==> src/rtl/snow_flake_render.sv <==
// Snowflake overlay stage for a 640x480 timing generator: draws NUM_FLAKES white squares and moves them once per frame.
// Define SNOW_WIND_EN to add a +/-1 pixel horizontal drift to falling flakes.
module snow_flake_render #(
    parameter int unsigned NUM_FLAKES = 8,
    parameter int unsigned FLAKE_SIZE = 4,
    parameter int unsigned H_ACTIVE   = 640,
    parameter int unsigned V_ACTIVE   = 480,
    parameter int unsigned FALL_STEP  = 1,
    parameter logic [15:0] LFSR_SEED  = 16'hACE1,
    parameter logic [11:0] BG_RGB     = 12'h013,
    parameter logic [11:0] FG_RGB     = 12'hFFF
) (
    input  logic       clk_pix,
    input  logic       rst_pix_n,
    input  logic [9:0] sx,
    input  logic [9:0] sy,
    input  logic       hsync,
    input  logic       vsync,
    input  logic       de,
    output logic [3:0] vga_r,
    output logic [3:0] vga_g,
    output logic [3:0] vga_b,
    output logic       vga_hsync,
    output logic       vga_vsync,
    output logic       vga_de
);

    localparam int unsigned IDX_W     = (NUM_FLAKES > 1) ? $clog2(NUM_FLAKES) : 1;
    localparam int unsigned X_MAX     = H_ACTIVE - FLAKE_SIZE;
    localparam int unsigned X_PITCH   = H_ACTIVE / NUM_FLAKES;
    localparam int unsigned Y_PITCH   = V_ACTIVE / NUM_FLAKES;
    localparam logic [15:0] LFSR_TAPS = 16'hB400;

    typedef enum logic {IDLE, UPDATE} state_t;

    state_t                       state;
    state_t                       state_nx;
    logic [IDX_W-1:0]             idx;
    logic [IDX_W-1:0]             idx_nx;
    logic                         upd_c;
    logic                         frame_tick_c;
    logic [15:0]                  lfsr;
    logic [NUM_FLAKES-1:0][9:0]   fx;
    logic [NUM_FLAKES-1:0][9:0]   fy;

    logic [9:0]                   x_sel_c;
    logic [9:0]                   y_sel_c;
    logic [10:0]                  y_sum_c;
    logic [9:0]                   x_spawn_c;
    logic [9:0]                   x_new_c;
    logic [9:0]                   y_new_c;
    logic                         hit_c;

    logic                         hit_d1;
    logic                         de_d1;
    logic                         hs_d1;
    logic                         vs_d1;

    // First blanking line start; flakes only move after this so active video never tears.
    assign frame_tick_c = (sx == 10'd0) && (sy == 10'(V_ACTIVE));

    always_ff @(posedge clk_pix or negedge rst_pix_n) begin
        if (!rst_pix_n) begin
            lfsr <= LFSR_SEED;
        end else begin
            lfsr <= {1'b0, lfsr[15:1]} ^ (lfsr[0] ? LFSR_TAPS : 16'h0000);
        end
    end

    always_ff @(posedge clk_pix or negedge rst_pix_n) begin
        if (!rst_pix_n) begin
            state <= IDLE;
            idx   <= '0;
        end else begin
            state <= state_nx;
            idx   <= idx_nx;
        end
    end

    // Walk the flake table one entry per cycle; ticks arriving mid-walk are dropped.
    always_comb begin
        state_nx = state;
        idx_nx   = idx;
        upd_c    = 1'b0;
        case (state)
            IDLE: begin
                if (frame_tick_c) begin
                    state_nx = UPDATE;
                    idx_nx   = '0;
                end
            end
            UPDATE: begin
                upd_c = 1'b1;
                if (idx == IDX_W'(NUM_FLAKES - 1)) begin
                    state_nx = IDLE;
                    idx_nx   = '0;
                end else begin
                    idx_nx = idx + IDX_W'(1);
                end
            end
            default: state_nx = IDLE;
        endcase
    end

    // Next position of the selected flake; y_sum is one bit wider so the bottom test cannot wrap.
    always_comb begin
        x_sel_c   = fx[idx];
        y_sel_c   = fy[idx];
        y_sum_c   = 11'(y_sel_c) + 11'(FALL_STEP) + 11'(lfsr[0]);
        x_spawn_c = (lfsr[9:0] > 10'(X_MAX)) ? (lfsr[9:0] - 10'd512) : lfsr[9:0];
        x_new_c   = x_sel_c;
        y_new_c   = y_sum_c[9:0];
        if (y_sum_c >= 11'(V_ACTIVE)) begin
            y_new_c = 10'd0;
            x_new_c = x_spawn_c;
        end else begin
`ifdef SNOW_WIND_EN
            if (lfsr[1]) begin
                x_new_c = (x_sel_c >= 10'(X_MAX)) ? 10'(X_MAX) : (x_sel_c + 10'd1);
            end else begin
                x_new_c = (x_sel_c == 10'd0) ? 10'd0 : (x_sel_c - 10'd1);
            end
`else
            x_new_c = x_sel_c;
`endif
        end
    end

    always_ff @(posedge clk_pix or negedge rst_pix_n) begin
        if (!rst_pix_n) begin
            for (int i = 0; i < NUM_FLAKES; i++) begin
                fx[i] <= 10'(i * X_PITCH);
                fy[i] <= 10'(i * Y_PITCH);
            end
        end else if (upd_c) begin
            fx[idx] <= x_new_c;
            fy[idx] <= y_new_c;
        end
    end

    always_comb begin
        hit_c = 1'b0;
        for (int i = 0; i < NUM_FLAKES; i++) begin
            if ((sx >= fx[i]) && ({1'b0, sx} < (11'(fx[i]) + 11'(FLAKE_SIZE))) &&
                (sy >= fy[i]) && ({1'b0, sy} < (11'(fy[i]) + 11'(FLAKE_SIZE)))) begin
                hit_c = 1'b1;
            end
        end
        hit_c = hit_c & de;
    end

    // Two-stage pixel pipeline; syncs ride alongside so they stay aligned with colour.
    always_ff @(posedge clk_pix or negedge rst_pix_n) begin
        if (!rst_pix_n) begin
            hit_d1    <= 1'b0;
            de_d1     <= 1'b0;
            hs_d1     <= 1'b1;
            vs_d1     <= 1'b1;
            vga_r     <= 4'h0;
            vga_g     <= 4'h0;
            vga_b     <= 4'h0;
            vga_hsync <= 1'b1;
            vga_vsync <= 1'b1;
            vga_de    <= 1'b0;
        end else begin
            hit_d1    <= hit_c;
            de_d1     <= de;
            hs_d1     <= hsync;
            vs_d1     <= vsync;
            if (!de_d1) begin
                {vga_r, vga_g, vga_b} <= 12'h000;
            end else if (hit_d1) begin
                {vga_r, vga_g, vga_b} <= FG_RGB;
            end else begin
                {vga_r, vga_g, vga_b} <= BG_RGB;
            end
            vga_hsync <= hs_d1;
            vga_vsync <= vs_d1;
            vga_de    <= de_d1;
        end
    end

endmodule
==> config.mk <==
export PLATFORM = sky130hd
export DESIGN_NAME = snow_flake_render
export DESIGN_NICKNAME = d
export VERILOG_FILES = /design/src/rtl/snow_flake_render.sv
export SDC_FILE = /design/constraint.sdc
export NUM_CORES = 1
export LEC_CHECK = 0
export ABC_AREA = 1
export BUFFER_PORTS_ARGS = -buffer_cell sky130_fd_sc_hd__buf_4
export CAP_MARGIN = 20
export CORE_MARGIN = 8
export CORE_UTILIZATION = 25
export CTS_BUF_LIST = sky130_fd_sc_hd__clkbuf_4 sky130_fd_sc_hd__clkbuf_8
export CTS_CLUSTER_DIAMETER = 50
export CTS_CLUSTER_SIZE = 20
export DETAILED_ROUTE_END_ITERATION = 8
export MAX_ROUTING_LAYER = met4
export PLACE_DENSITY = 0.5
export REMOVE_ABC_BUFFERS = 1
export SYNTH_ARGS = -nofsm -noshare
export SYNTH_HDL_FRONTEND = slang
export SYNTH_SLANG_ARGS = --single-unit
==> constraint.sdc <==
create_clock -name clk_pix -period 4.5 [get_ports clk_pix]
set_input_delay 0.225 -clock clk_pix [delete_from_list [all_inputs] [get_ports clk_pix]]
set_output_delay 0.225 -clock clk_pix [all_outputs]
set_load 0.02 [all_outputs]
### Yosys cells after proc, flatten, opt, wreduce, memory -nomap -nowiden

Index checks and enable logic that the tools add are counted.

| word-level totals | value |
|---|---|
| register bits | 199 |
| latch bits | 0 |
| RAM bits | 0 |
| memory bits (read-only) | 0 |
| bits of input ports | 25 |
| logic and storage cells | 151 |
| memories | 0 |

| operators by class | value |
|---|---|
| $add $sub $neg | 20 |
| $mul | 0 |
| divide/modulo/power cells | 0 |
| $lt $le $gt $ge | 36 |
| eq/ne operators | 3 |
| shifts and indexed selects | 0 |
| multiplexer cells | 33 |
| bitwise gates (word level) | 3 |
| reduce and logical (&&, ||, !) cells | 27 |

Operators with widths:

| operator | count |
|---|---|
| $add A10 B3 Y11 const B | 16 |
| $lt A10 B11 Y1 | 16 |
| $bwmux W80 | 2 |
| $ge A10 B10 Y1 | 16 |
| $bmux W10 S3 | 2 |
| $mux W10 | 6 |
| $demux W10 S3 | 1 |
| $logic_and A1 B1 Y1 | 26 |
| $mux W4 | 6 |
| $mux W16 | 1 |
| $xor A15 B16 Y16 | 1 |
| $add A10 B1 Y11 const B | 1 |
| $add A11 B1 Y11 | 1 |
| $ge A11 B9 Y1 const B | 1 |
| $mux W1 | 11 |
| $eq A10 B9 Y1 const B | 1 |
| $gt A10 B10 Y1 const B | 1 |
| $logic_not A10 Y1 | 1 |
| $sub A10 B10 Y10 const B | 1 |
| $mux W3 | 2 |
| $pmux W3 S2 | 1 |
| $lt A3 B4 Y1 const B | 1 |
| $add A3 B1 Y3 const B | 1 |
| $eq A3 B3 Y1 const B | 1 |
| other kinds (5) | 5 |

### Longest topological paths before layout

Gate-level depths: netlist (run 1).

| depth | value |
|---|---|
| depth after elaboration | 14 |
| mapped depth | 23 |

### Least setup slack after synthesis (run 1)

Ideal clock, no wire load.

| timing | value |
|---|---|
| path type | reg2reg |
| start | register idx[0] |
| end | register fx[20] (netlist name) |
| library setup time | 0.118 ns |
| arrival time | 3.254 ns |
| data required time | 4.382 ns |
| path slack | 1.128 ns |
| stages on the path, launching flop included | 23 |
| path through | dfrtp_1 -> buf_4 -> buf_2 -> buf_2 -> buf_2 -> clkbuf_1 -> o21ai_0 -> nor2_1 -> a2111oi_0 -> ha_1 -> inv_1 -> ha_1 -> nand2_1 -> nor2_4 -> nand3_1 -> nand2_1 -> nor2_1 -> nand3_2 -> nand2_4 -> buf_8 -> nand2_4 -> nand3_1 -> nand2_1 |

| between the ends | value |
|---|---|
| longest elaborated chain between the ends | 7 |

RTL lines:

| what | RTL line | RTL |
|---|---|---|
| from (decl) | 38 | `logic [IDX_W-1:0] idx;` |
| from (signal assigned) | 76 | `idx <= idx_nx;` |
| $bmux W10 S3 | 108 | `y_sel_c = fy[idx];` |
| $mux W10 (implied by the code) | 108 |  |
| $add A10 B1 Y11 | 109 | `y_sum_c = 11'(y_sel_c) + 11'(FALL_STEP) + 11'(lfsr[0]);` |
| $add A11 B1 Y11 | 109 |  |
| $ge A11 B9 Y1 | 113 | `if (y_sum_c >= 11'(V_ACTIVE)) begin` |
| $mux W10 | 113 |  |
| $bwmux W80 * | 136 | `fx[idx] <= x_new_c;` |
| to (signal, indexed assignment) | 132 | `fx[i] <= 10'(i * X_PITCH);` |
| to (signal, indexed assignment) | 136 |  |
| to (decl) | 43 | `logic [NUM_FLAKES-1:0][9:0] fx;` |

Mark *: on every way between the ends. The rest lies on a longest branch, timed or not. The select of a mux whose other input is x is not followed.
A chain may end at the register's enable or synchronous reset.

### Worst setup path in the final report (run 1)

| timing | value |
|---|---|
| start | register idx[0] |
| end | register fy[34] (netlist name) |

| between the ends | value |
|---|---|
| longest elaborated chain between the ends | 7 |

RTL lines:

| what | RTL line | RTL |
|---|---|---|
| $bmux W10 S3 | 108 |  |
| $mux W10 (implied by the code) | 108 |  |
| $add A10 B1 Y11 | 109 |  |
| $add A11 B1 Y11 | 109 |  |
| $ge A11 B9 Y1 | 113 |  |
| $mux W10 | 113 |  |
| $bwmux W80 * | 137 | `fy[idx] <= y_new_c;` |
| to (signal, indexed assignment) | 133 | `fy[i] <= 10'(i * Y_PITCH);` |
| to (signal, indexed assignment) | 137 |  |
| to (decl) | 44 | `logic [NUM_FLAKES-1:0][9:0] fy;` |

Marked as above.

==> results of run 1 <==
## flip-flops by register name, indices dropped and copies added, names as in the netlist, 3 cells and up
signal	flops
fy	80
fx	80
lfsr	16
idx	3
## routing by layer
layer,part of all wire (%),up-vias
met5,0,-
met4,1.9,0
li1,-,8123
met2,45,405
met1,48,7682
met3,5.1,56
## power groups by stage
stage,sequential [µW],clock [µW],combinational (µW)
after CTS,1700,1260,527
after global placement,1730,0,518
after global routing,1700,1320,601
final,1700,1240,516
after detailed placement,1730,0,522
after floorplan,1740,0,273
## placed cells by master, fill, tap and decap left out, types with 3 or more instances in the layout
cell and count:
nor4_1 20, nand3b_1 10, nand3_2 11, nand2_1 657, inv_2 9, nand3_1 226, nor2_2 11, o22ai_1 3
a21oi_1 139, buf_4 58, dlygate4sd3_1 4, clkinv_4 4, nor3_1 51, o211ai_1 15, o21ai_0 81, nand2_2 3
a211oi_1 14, inv_1 254, o21bai_1 14, ha_1 308, dfstp_2 60, nand2_4 11, nor2_1 148, clkbuf_8 19
nand4_1 39, o2111ai_1 7, a21o_1 4, o21a_1 10, nor2_4 5, clkinv_1 8, xnor2_1 17, dfrtp_1 127
xor2_1 84
## critical path, stage by stage, from the launching register on
cell and delay, ps:
dfrtp_2 510, buf_4 280, o21ai_0 190, nor2_1 60, a2111oi_0 340, ha_1 240
inv_1 60, ha_1 200, nand2_1 110, nor2_4 50, nand2_1 70, nand2_1 40
nand2_1 60, inv_2 140, nand3_2 140, nand2_4 260, nor2_2 670, nand2_1 120
nand2_1 90
## area by class of cell
class | count | area share [%]
antenna | 1 | 0.01278
tap | 950 | 6.070
inverter | 272 | 5.226
clock inverter | 12 | 0.7028
multi-input combinational | 1901 | 59.63
sequential | 188 | 24.41
timing repair buffer | 64 | 2.600
clock buffer | 20 | 1.342
## worst paths after layout
check / startpoint / endpoint / depth (start not counted)
worst max-delay path: idx[0] / fy[34] / 18
worst min-delay path: sy[0] / state / 5
worst max register to register: idx[0] / fy[34] / 18
worst min register to register: lfsr[12] / lfsr[11] / 0
max in group asynchronous: rst_pix_n / fx[68] / 3
min in group asynchronous: rst_pix_n / fy[42] / 2
## repair_timing
action                    in CTS  in global routing
hold endpoints to repair      69                  0
hold buffers                   4                  0
resized for setup              0                  0
## logic make-up after synthesis
logic type | Yosys count
AND/OR/NAND/NOR | 1194
buffers and inverters | 333
adder cells (fa/ha/maj) | 308
AO/OA/AOI/OAI | 298
flip-flops | 188
XOR/XNOR | 101
## metrics by stage
step | total power (µW) | TNS, ps | setup WS [ps] | util [%] | std cells
3_3_place_gp | 2248 | 0 | 846.5 | 26.96 | 3371
2_1_floorplan | 2014 | -7797 | -153.3 | - | 2361
6_report | 3455 | 0 | 781.3 | 27.58 | 3408
4_1_cts | 3490 | 0 | 837.3 | 27.58 | 3407
3_5_place_dp | 2252 | 0 | 858.1 | 26.96 | 3371
5_1_grt | 3622 | 0 | 436.2 | 27.58 | 3408
==> run metrics, run 1 <==
status=finished, final reports clean; global routing usage on met3=2.063%; fin crit share=82.64%; WP data required=5010 ps; CTS Root Cell=clkbuf_8; # H-tree levels=4; Synth top cells by count=nand2_1 (657), ha_1 (308), inv_1 (254); Chip Height=282.8 µm; core area=71000 µm²; worst-path fanout max=37; largest family of logic cells by synthesized area=simple AND/OR/NAND/NOR gates; area fraction in compound gates after synthesis=9.540%; RSZ-0062 raised after global routing=no; dpl cell area=19140 µm²; FF/Latch Area=4781 µm²; Clk pwr share=35.9%; Lkg Pwr=0.008939 µW; Setup crit end kind=flop; flop2flop setup slack=780 ps; hold_ws=252.1 ps; final hold violation count=0; multiplexer share of the synthesized area=0%; initial core utilization=25.07%; global-route met1 utilization=21.87%; latest clock arrival within the worst-skew pair=570 ps; Synth Area in XOR/XNOR=4.970%; Core Rows=98; WP data arrival=4230 ps; switch share=30.43%; number of synthesized register bits=188; worst hold path type=input port to flop; Critical Path Start Type=flop; sequential area share after synthesis=26.85%; Internal Power=2403 µW; Post-Syn Area=17800 µm²; wire per inst=18.51 µm; crit path time final=3719 ps; actual slew at the worst max-slew pin=919.3 ps; gr ovfl total=0; Max Clock Skew=20.59 ps; Psw=1051 µW; CTS tree=built; DP HPWL=46.74 mm; MaxCap Viol Count=0; gr busiest metal=met2; first-pass GRT wire length=96.34 mm; 1st-iter DRT viols=1171; FMAX=268.9 MHz; sequential power share=49.2%; die area=79990 µm²; fill count=7795; Initial DRT Pass Iterations=5; P&R area growth vs syn=10.03%; post-synthesis cell count=2422; CTS sink count=188; post-synth top area share=21.65%; Pwr Density=176.4 nW/µm²; count of different cell masters after synthesis=46; DR DRC count=0; TritonCTS Buffers=17; PortBufs=39; Post-Synth Adder-Cell Area=21.65%; Post-synth ARST share=100.0%; pin count of the biggest net entering global routing=98; Max-slew headroom=38.71%; combinational power share=14.9%; clock transition at the registers of the reported paths=110 ps; routed wire length=63.08 mm; vias in the first global route=15720; Synth Flop Type=dfrtp_1; cell with the most instances after synthesis=nand2_1; Simple-Gate Fraction of Synth Area=29.46%; Post-synth EDFFs=0; gpl congestion=0.9023; antenna violations before repair=1; Total Routing Usage GR=16.29%; Setup Buffers After CTS=0; post-route ant nets=0; final setup violation count=0; nets@finish=2777; vias post-DR=16270; CTS max path bufs=2; drt via density=4.773; die width=282.8 µm; top cells by area, synth=ha_1 (22%), dfrtp_1 (18%), nand2_1 (14%), dfstp_2 (8.9%), nand3_1 (6.4%); combined area of the multi-input logic cells=11680 µm²; share of cells above drive strength 1=8.425%; routing usage on met2=25.80%; peak supply drop=0.1963 mV; IO Pins=40; final slew viol count=0; YS warnings=0; post-route cell area=19580 µm²; Avg Inst Size Synth=7.349 µm²; crit path kind=flop to flop; Yosys top cell by area=ha_1
Note: power is estimated with default switching activity, not from simulation.
==> run 2: changes to the inputs <==
--- a/config.mk
+++ b/config.mk
@@ -15,7 +15,7 @@
 export CTS_CLUSTER_SIZE = 20
 export DETAILED_ROUTE_END_ITERATION = 8
 export MAX_ROUTING_LAYER = met4
-export PLACE_DENSITY = 0.5
+export PLACE_DENSITY = 0.51
 export REMOVE_ABC_BUFFERS = 1
 export SYNTH_ARGS = -nofsm -noshare
 export SYNTH_HDL_FRONTEND = slang
==> constraint.sdc (replaced) <==
create_clock -name clk_pix -period 3.1 [get_ports clk_pix]
set_input_delay 0.155 -clock clk_pix [delete_from_list [all_inputs] [get_ports clk_pix]]
set_output_delay 0.155 -clock clk_pix [all_outputs]
set_load 0.02 [all_outputs]
==> run 2 against run 1 <==
  * Maximum frequency is 24% higher
  * Sequential cell count stayed put
  * Clock power is 44% higher
  * Clock-buffer cell count is 3 lower
  * Sequential share of layout area is 0.99 points lower
  * Critical endpoint is now fy[57]
  * Via count is 2.3% higher
  * Critical path depth is 2 higher
  * Register-to-register slack worse by 680 ps
  * Global-route usage is 0.24 points higher
  * Highest routed layer unchanged
  * Utilization is 1.2 points higher
  * Non-clock buffer count is 69 higher
==> run metrics, run 2 (synthesis gave the netlist of run 1 again) <==
DP HPWL=47.78 mm (+2.2%); Lkg Pwr=0.009346 µW (+4.6%); final setup violation count=0 (unchanged); Slowest cell on crit path=dfrtp_1; die width=282.8 µm (unchanged); status=finished, final reports clean; Max Clock Skew=19.56 ps (-1.027 ps); Core Rows=98 (unchanged); worst-path fanout max=8 (-78%); Crit path max-delay family=simple AND/OR/NAND/NOR gates; wire per inst=18.52 µm (about the same); core area=71000 µm² (unchanged); gr ovfl total=0 (unchanged); # H-tree levels=4 (unchanged); vias post-DR=16630 (+2.3%); Buf/Inv on CP=4 (+1); IO Pins=40 (unchanged); Max-slew headroom=53.35% (+15 points); actual slew at the worst max-slew pin=699.7 ps (-219.6 ps); critical path capture point=fy[57]; PortBufs=39 (unchanged); fin crit share=96.80% (+14 points); crit path kind=flop to flop; CP peak stage delay=410 ps (-260 ps); clock transition at the registers of the reported paths=130 ps (+20 ps); P&R area growth vs syn=14.71%; WP depth=20 (+2); CTS max path bufs=2 (unchanged); reg2reg end=fy[57]; peak supply drop=0.2461 mV (+25%); CTS Root Cell=clkbuf_8; Worst R2R Path Depth=20 (+2); CTS sink count=188 (unchanged); drt via density=4.783 (+0.22%); WP data required=3530 ps (-1480 ps); initial core utilization=25.07% (unchanged); first-pass GRT wire length=98.45 mm (+2.2%); 1st-iter DRT viols=1476 (+26%); die area=79990 µm² (unchanged); antenna violations before repair=1 (unchanged); CP startpoint=idx[1]; flop2flop setup slack=100 ps (-680 ps); FMAX=333.3 MHz (+24%); Critical Path Start Type=flop; share of cells above drive strength 1=11.36% (+2.9 points); post-route ant nets=0 (unchanged); worst hold path type=input port to flop; MaxCap Viol Count=0 (unchanged); Setup crit end kind=flop; final hold violation count=0 (unchanged); most frequent cells in the layout=nand2_1 (656), ha_1 (306), inv_1 (254); gpl congestion=0.9227 (+2.3%); WP data arrival=3430 ps (-800 ps); worst flop-to-flop path startpoint=idx[1]; Initial DRT Pass Iterations=6 (+1); Pwr Density=245.0 nW/µm² (+39%); Chip Height=282.8 µm (unchanged); final core utilization=28.76% (+1.2 points); Total Routing Usage GR=16.53% (+0.24 points); CTS tree=built; crit-path cells=buf_4 -> nand2_2 -> nor3_1 -> a2111oi_4 -> ha_2 -> inv_1 -> ha_2 -> nand2_1 -> nor2_4 -> nand2_1 -> nand2_1 -> nand2_2 -> nor2_4 -> nand3_4 -> nand2_8 -> buf_4 -> nor2_2 -> buf_4 -> nand2_1 -> nand2_1; pin count of the biggest net entering global routing=74 (-24%); setup_tns=0 ps (unchanged); latest clock arrival within the worst-skew pair=530 ps (-40 ps); TritonCTS Buffers=17 (unchanged); routed wire length=64.41 mm (+2.1%); vias in the first global route=16320 (+3.8%); crit path time final=3001 ps (-717.9 ps); final slew viol count=0 (unchanged); RSZ-0062 raised after global routing=yes; nets@finish=2846 (+2.5%); fill count=7742 (-0.68%); most used cell, CP=nand2_1; DR DRC count=0 (unchanged); biggest regs=fx: 80 flops, fy: 80 flops, lfsr: 16 flops; commonest non-fill, non-tap cell in the layout=nand2_1
[run 2: final cells by class]
| class | instances | area (µm²) | share of cell area, % |
|---|---|---|---|
| antenna | 1 | 2.502 | 0.01226 |
| clock buffer | 17 | 234.0 | 1.146 |
| clock inverter | 15 | 173.9 | 0.8519 |
| inverter | 272 | 1026 | 5.025 |
| multi-input combinational | 1901 | 11830 | 57.92 |
| sequential | 188 | 4781 | 23.42 |
| tap | 950 | 1189 | 5.822 |
| timing repair buffer | 133 | 1185 | 5.804 |
[run 2: worst min path at each step]
stage	start	to	slack (ps)	depth (start not counted)
CTS	sy[0]	state	100	5
global route	sy[0]	state	150	5
detailed placement	rst_pix_n	fy[43]	240	1
global placement	rst_pix_n	fy[43]	240	1
finish	sy[0]	idx[1]	130	5
floorplan	rst_pix_n	de_d1	-140	0
[run 2: routing by layer]
| layer | track usage, % | share of wire, % | vias up | routed length (µm) |
|---|---|---|---|---|
| li1 | - | - | 8270 | - |
| met1 | 22.36 | 47 | 7821 | 30460 |
| met2 | 25.72 | 45 | 444 | 28870 |
| met3 | 1.414 | 4.4 | 97 | 2857 |
| met4 | 5.932 | 3.4 | 0 | 2220 |
| met5 | - | 0 | - | 0 |
[run 2: worst register-to-register path: stages, from the launching register on]
cell and delay [ps]:
dfrtp_1 410, buf_4 150, nand2_2 80, nor3_1 350
a2111oi_4 90, ha_2 210, inv_1 70, ha_2 180
nand2_1 90, nor2_4 160, nand2_1 70, nand2_1 70
nand2_2 100, nor2_4 140, nand3_4 110, nand2_8 150
buf_4 150, nor2_2 40, buf_4 150, nand2_1 60
nand2_1 50
[run 2: stage by stage]
step	std cells	setup slack [ps]	total power [µW]	hold slack [ps]	cell area [µm²]
finish	3477	99.25	5001	131.6	20420
global route	3477	-49.49	5254	150.6	20420
CTS	3465	15.84	5065	101.3	20120
detailed placement	3429	42.35	3275	243.3	19680
global placement	3429	72.99	3269	242.0	19680
floorplan	2361	-1553	2923	-140.6	17480
[run 2: repair_timing]
item,in CTS,in global routing
hold buffers,4,0
buffers inserted,0,9
gates resized for setup,0,35
hold endpoints to repair,47,0
setup endpoints to repair,0,151
[run 2: report_power, final]
part,switching (µW),total [µW],internal (µW),leakage [µW]
sequential,4.27,2470,2460,0.00240
combinational,485,757,272,0.00675
clock,1100,1780,681,0.000202
total,1580,5000,3420,0.00935
==> run 3: changes to the inputs <==
--- a/config.mk
+++ b/config.mk
@@ -11,12 +11,13 @@
 export CORE_MARGIN = 8
 export CORE_UTILIZATION = 25
 export CTS_BUF_LIST = sky130_fd_sc_hd__clkbuf_4 sky130_fd_sc_hd__clkbuf_8
-export CTS_CLUSTER_DIAMETER = 50
+export CTS_CLUSTER_DIAMETER = 150
 export CTS_CLUSTER_SIZE = 20
 export DETAILED_ROUTE_END_ITERATION = 8
 export MAX_ROUTING_LAYER = met4
 export PLACE_DENSITY = 0.51
 export REMOVE_ABC_BUFFERS = 1
+export SETUP_SLACK_MARGIN = 0.2
 export SYNTH_ARGS = -nofsm -noshare
 export SYNTH_HDL_FRONTEND = slang
 export SYNTH_SLANG_ARGS = --single-unit
==> run 3 against run 2 <==
  * Final area grew 5.2%
  * Combinational power grew 0.5%
  * Clock-buffer cell count is the same
  * Maximum frequency grew 1.5%
  * Sequential cell count is the same
  * Worst hold slack gained 6.9 ps
==> run metrics, run 3 (synthesis gave the netlist of run 1 again) <==
status=finished, final reports clean; Max Clock Skew=20.35 ps (+0.7922 ps); DP HPWL=47.78 mm (unchanged); final slew viol count=0 (unchanged); DR DRC count=0 (unchanged); latest clock arrival within the worst-skew pair=530 ps (about the same); Initial DRT Pass Iterations=5 (-1); vias in the first global route=16310 (-0.012%); gpl congestion=0.9227 (unchanged); reg2reg end=fy[1]; fin crit share=95.39% (-1.4 points); initial core utilization=25.07% (unchanged); core area=71000 µm² (unchanged); pin count of the biggest net entering global routing=74 (unchanged); P&R area growth vs syn=20.67%; MaxCap Viol Count=0 (unchanged); actual slew at the worst max-slew pin=694.3 ps (-5.421 ps); Setup crit end kind=flop; IO Pins=40 (unchanged); final setup violation count=0 (unchanged); die area=79990 µm² (unchanged); Internal Power=3418 µW (about the same); CTS tree=built; overall power=5012 µW (+0.22%); Total Routing Usage GR=16.52% (about the same); peak supply drop=0.2468 mV (+0.27%); hold depth=5 (unchanged); crit path kind=flop to flop; Critical Path Start Type=flop; nets@finish=2851 (+0.18%); flop2flop setup slack=140 ps (+40 ps); Pwr Density=233.4 nW/µm² (-4.7%); gr ovfl total=0 (unchanged); 1st-iter DRT viols=1330 (-9.9%); CTS sink count=188 (unchanged); setup_tns=0 ps (unchanged); most frequent cells in the layout=nand2_1 (586), ha_1 (305), inv_1 (253); commonest non-fill, non-tap cell in the layout=nand2_1; drt via density=4.812 (+0.60%); share of cells above drive strength 1=18.25% (+6.9 points); routed wire length=65.05 mm (+0.99%); # H-tree levels=4 (unchanged); Chip Height=282.8 µm (unchanged); Clk pwr share=35.6% (about the same); WP data required=3570 ps (+40 ps); post-route ant nets=0 (unchanged); hold path start=sy[0]; Core Rows=98 (unchanged); RSZ-0062 raised after global routing=yes; Max-slew headroom=53.71% (+0.36 points); die width=282.8 µm (unchanged); worst-path fanout max=21 (+13); worst flop-to-flop path startpoint=idx[0]; biggest regs=fx: 80 flops, fy: 80 flops, lfsr: 16 flops; Hold Path Sink=idx[1]; worst hold path type=input port to flop; vias post-DR=16760 (+0.75%); wire per inst=18.68 µm (+0.85%); antenna violations before repair=1 (unchanged); WP data arrival=3420 ps (about the same); first-pass GRT wire length=98.41 mm (about the same); crit path time final=2957 ps (-43.72 ps); PortBufs=39 (unchanged); TritonCTS Buffers=17 (unchanged); CTS max path bufs=2 (unchanged); clock transition at the registers of the reported paths=120 ps (about the same); Psw=1594 µW (+0.62%); switch share=31.81% (+0.12 points); FMAX=338.2 MHz (+1.5%); sequential power share=49.2% (about the same); Lkg Pwr=0.009698 µW (+3.8%); Worst R2R Path Depth=17 (-15%); combinational power share=15.2% (about the same); final hold violation count=0 (unchanged); CTS Root Cell=clkbuf_8
-- run 3: power by group through the flow --
stage / Sequential, µW / Clock, µW / Combinational, µW
finish: 2470 / 1780 / 761
global route: 2470 / 1910 / 881
CTS: 2470 / 1830 / 771
detailed placement: 2510 / 0 / 762
global placement: 2510 / 0 / 757
floorplan: 2530 / 0 / 396
-- run 3: what timing repair did --
action | CTS | global route
hold endpoints to repair | 47 | 0
gates resized for setup | 6 | 259
pin swaps | 1 | 74
hold buffers | 4 | 0
endpoints found under the setup margin | 143 | 153
gates cloned | 0 | 4
buffers inserted | 0 | 12
-- run 3: worst max path at each step --
stage               cells after the start     end  slack (ps)   start
floorplan                              16  fy[22]       -1550  idx[0]
global placement                       17  fx[29]          70  idx[1]
detailed placement                     17  fx[49]          40  idx[1]
CTS                                    19  fx[49]         150  idx[1]
global route                           17   fy[1]          50  idx[1]
finish                                 17   fy[1]         140  idx[0]
-- run 3: per-stage QoR --
step / std cells / worst slack (ps) / cell area, µm² / hold slack, ps / util, %
after floorplan: 2361 / -1553 / 17480 / -140.6 / -
after global placement: 3429 / 72.99 / 19680 / 242.0 / 27.71
after detailed placement: 3429 / 42.35 / 19680 / 243.3 / 27.71
after CTS: 3465 / 150.4 / 20150 / 101.3 / 28.38
after global routing: 3482 / 52.45 / 21480 / 155.8 / 30.25
final: 3482 / 143.0 / 21480 / 138.6 / 30.25
-- run 3: critical path, cell delays in order (launching register included) --
cell	delay [ps]
dfrtp_2	500
buf_6	170
clkbuf_16	200
nand2_1	80
nand3_1	140
nand2_2	120
inv_2	40
nand2_2	110
nand2_1	90
nor2_2	130
nand4_1	220
o21ai_4	330
nand2_8	140
buf_12	160
nor2_4	160
buf_12	170
nand2_2	50
nand2_1	60
-- run 3: per-layer routing --
metal	share of wire, %	global-route usage [%]
met1	48	22.33
met2	45	25.67
met3	4.1	1.439
met4	3.2	6.024
met5	0	-
-- run 3: final cells by class --
cell class / count / area (µm²)
fill: 7621 / 49520
multi-input combinational: 1901 / 12710
sequential: 188 / 4785
timing repair buffer: 138 / 1349
tap: 950 / 1189
inverter: 272 / 1031
clock buffer: 17 / 234.0
clock inverter: 15 / 173.9
antenna: 1 / 2.502
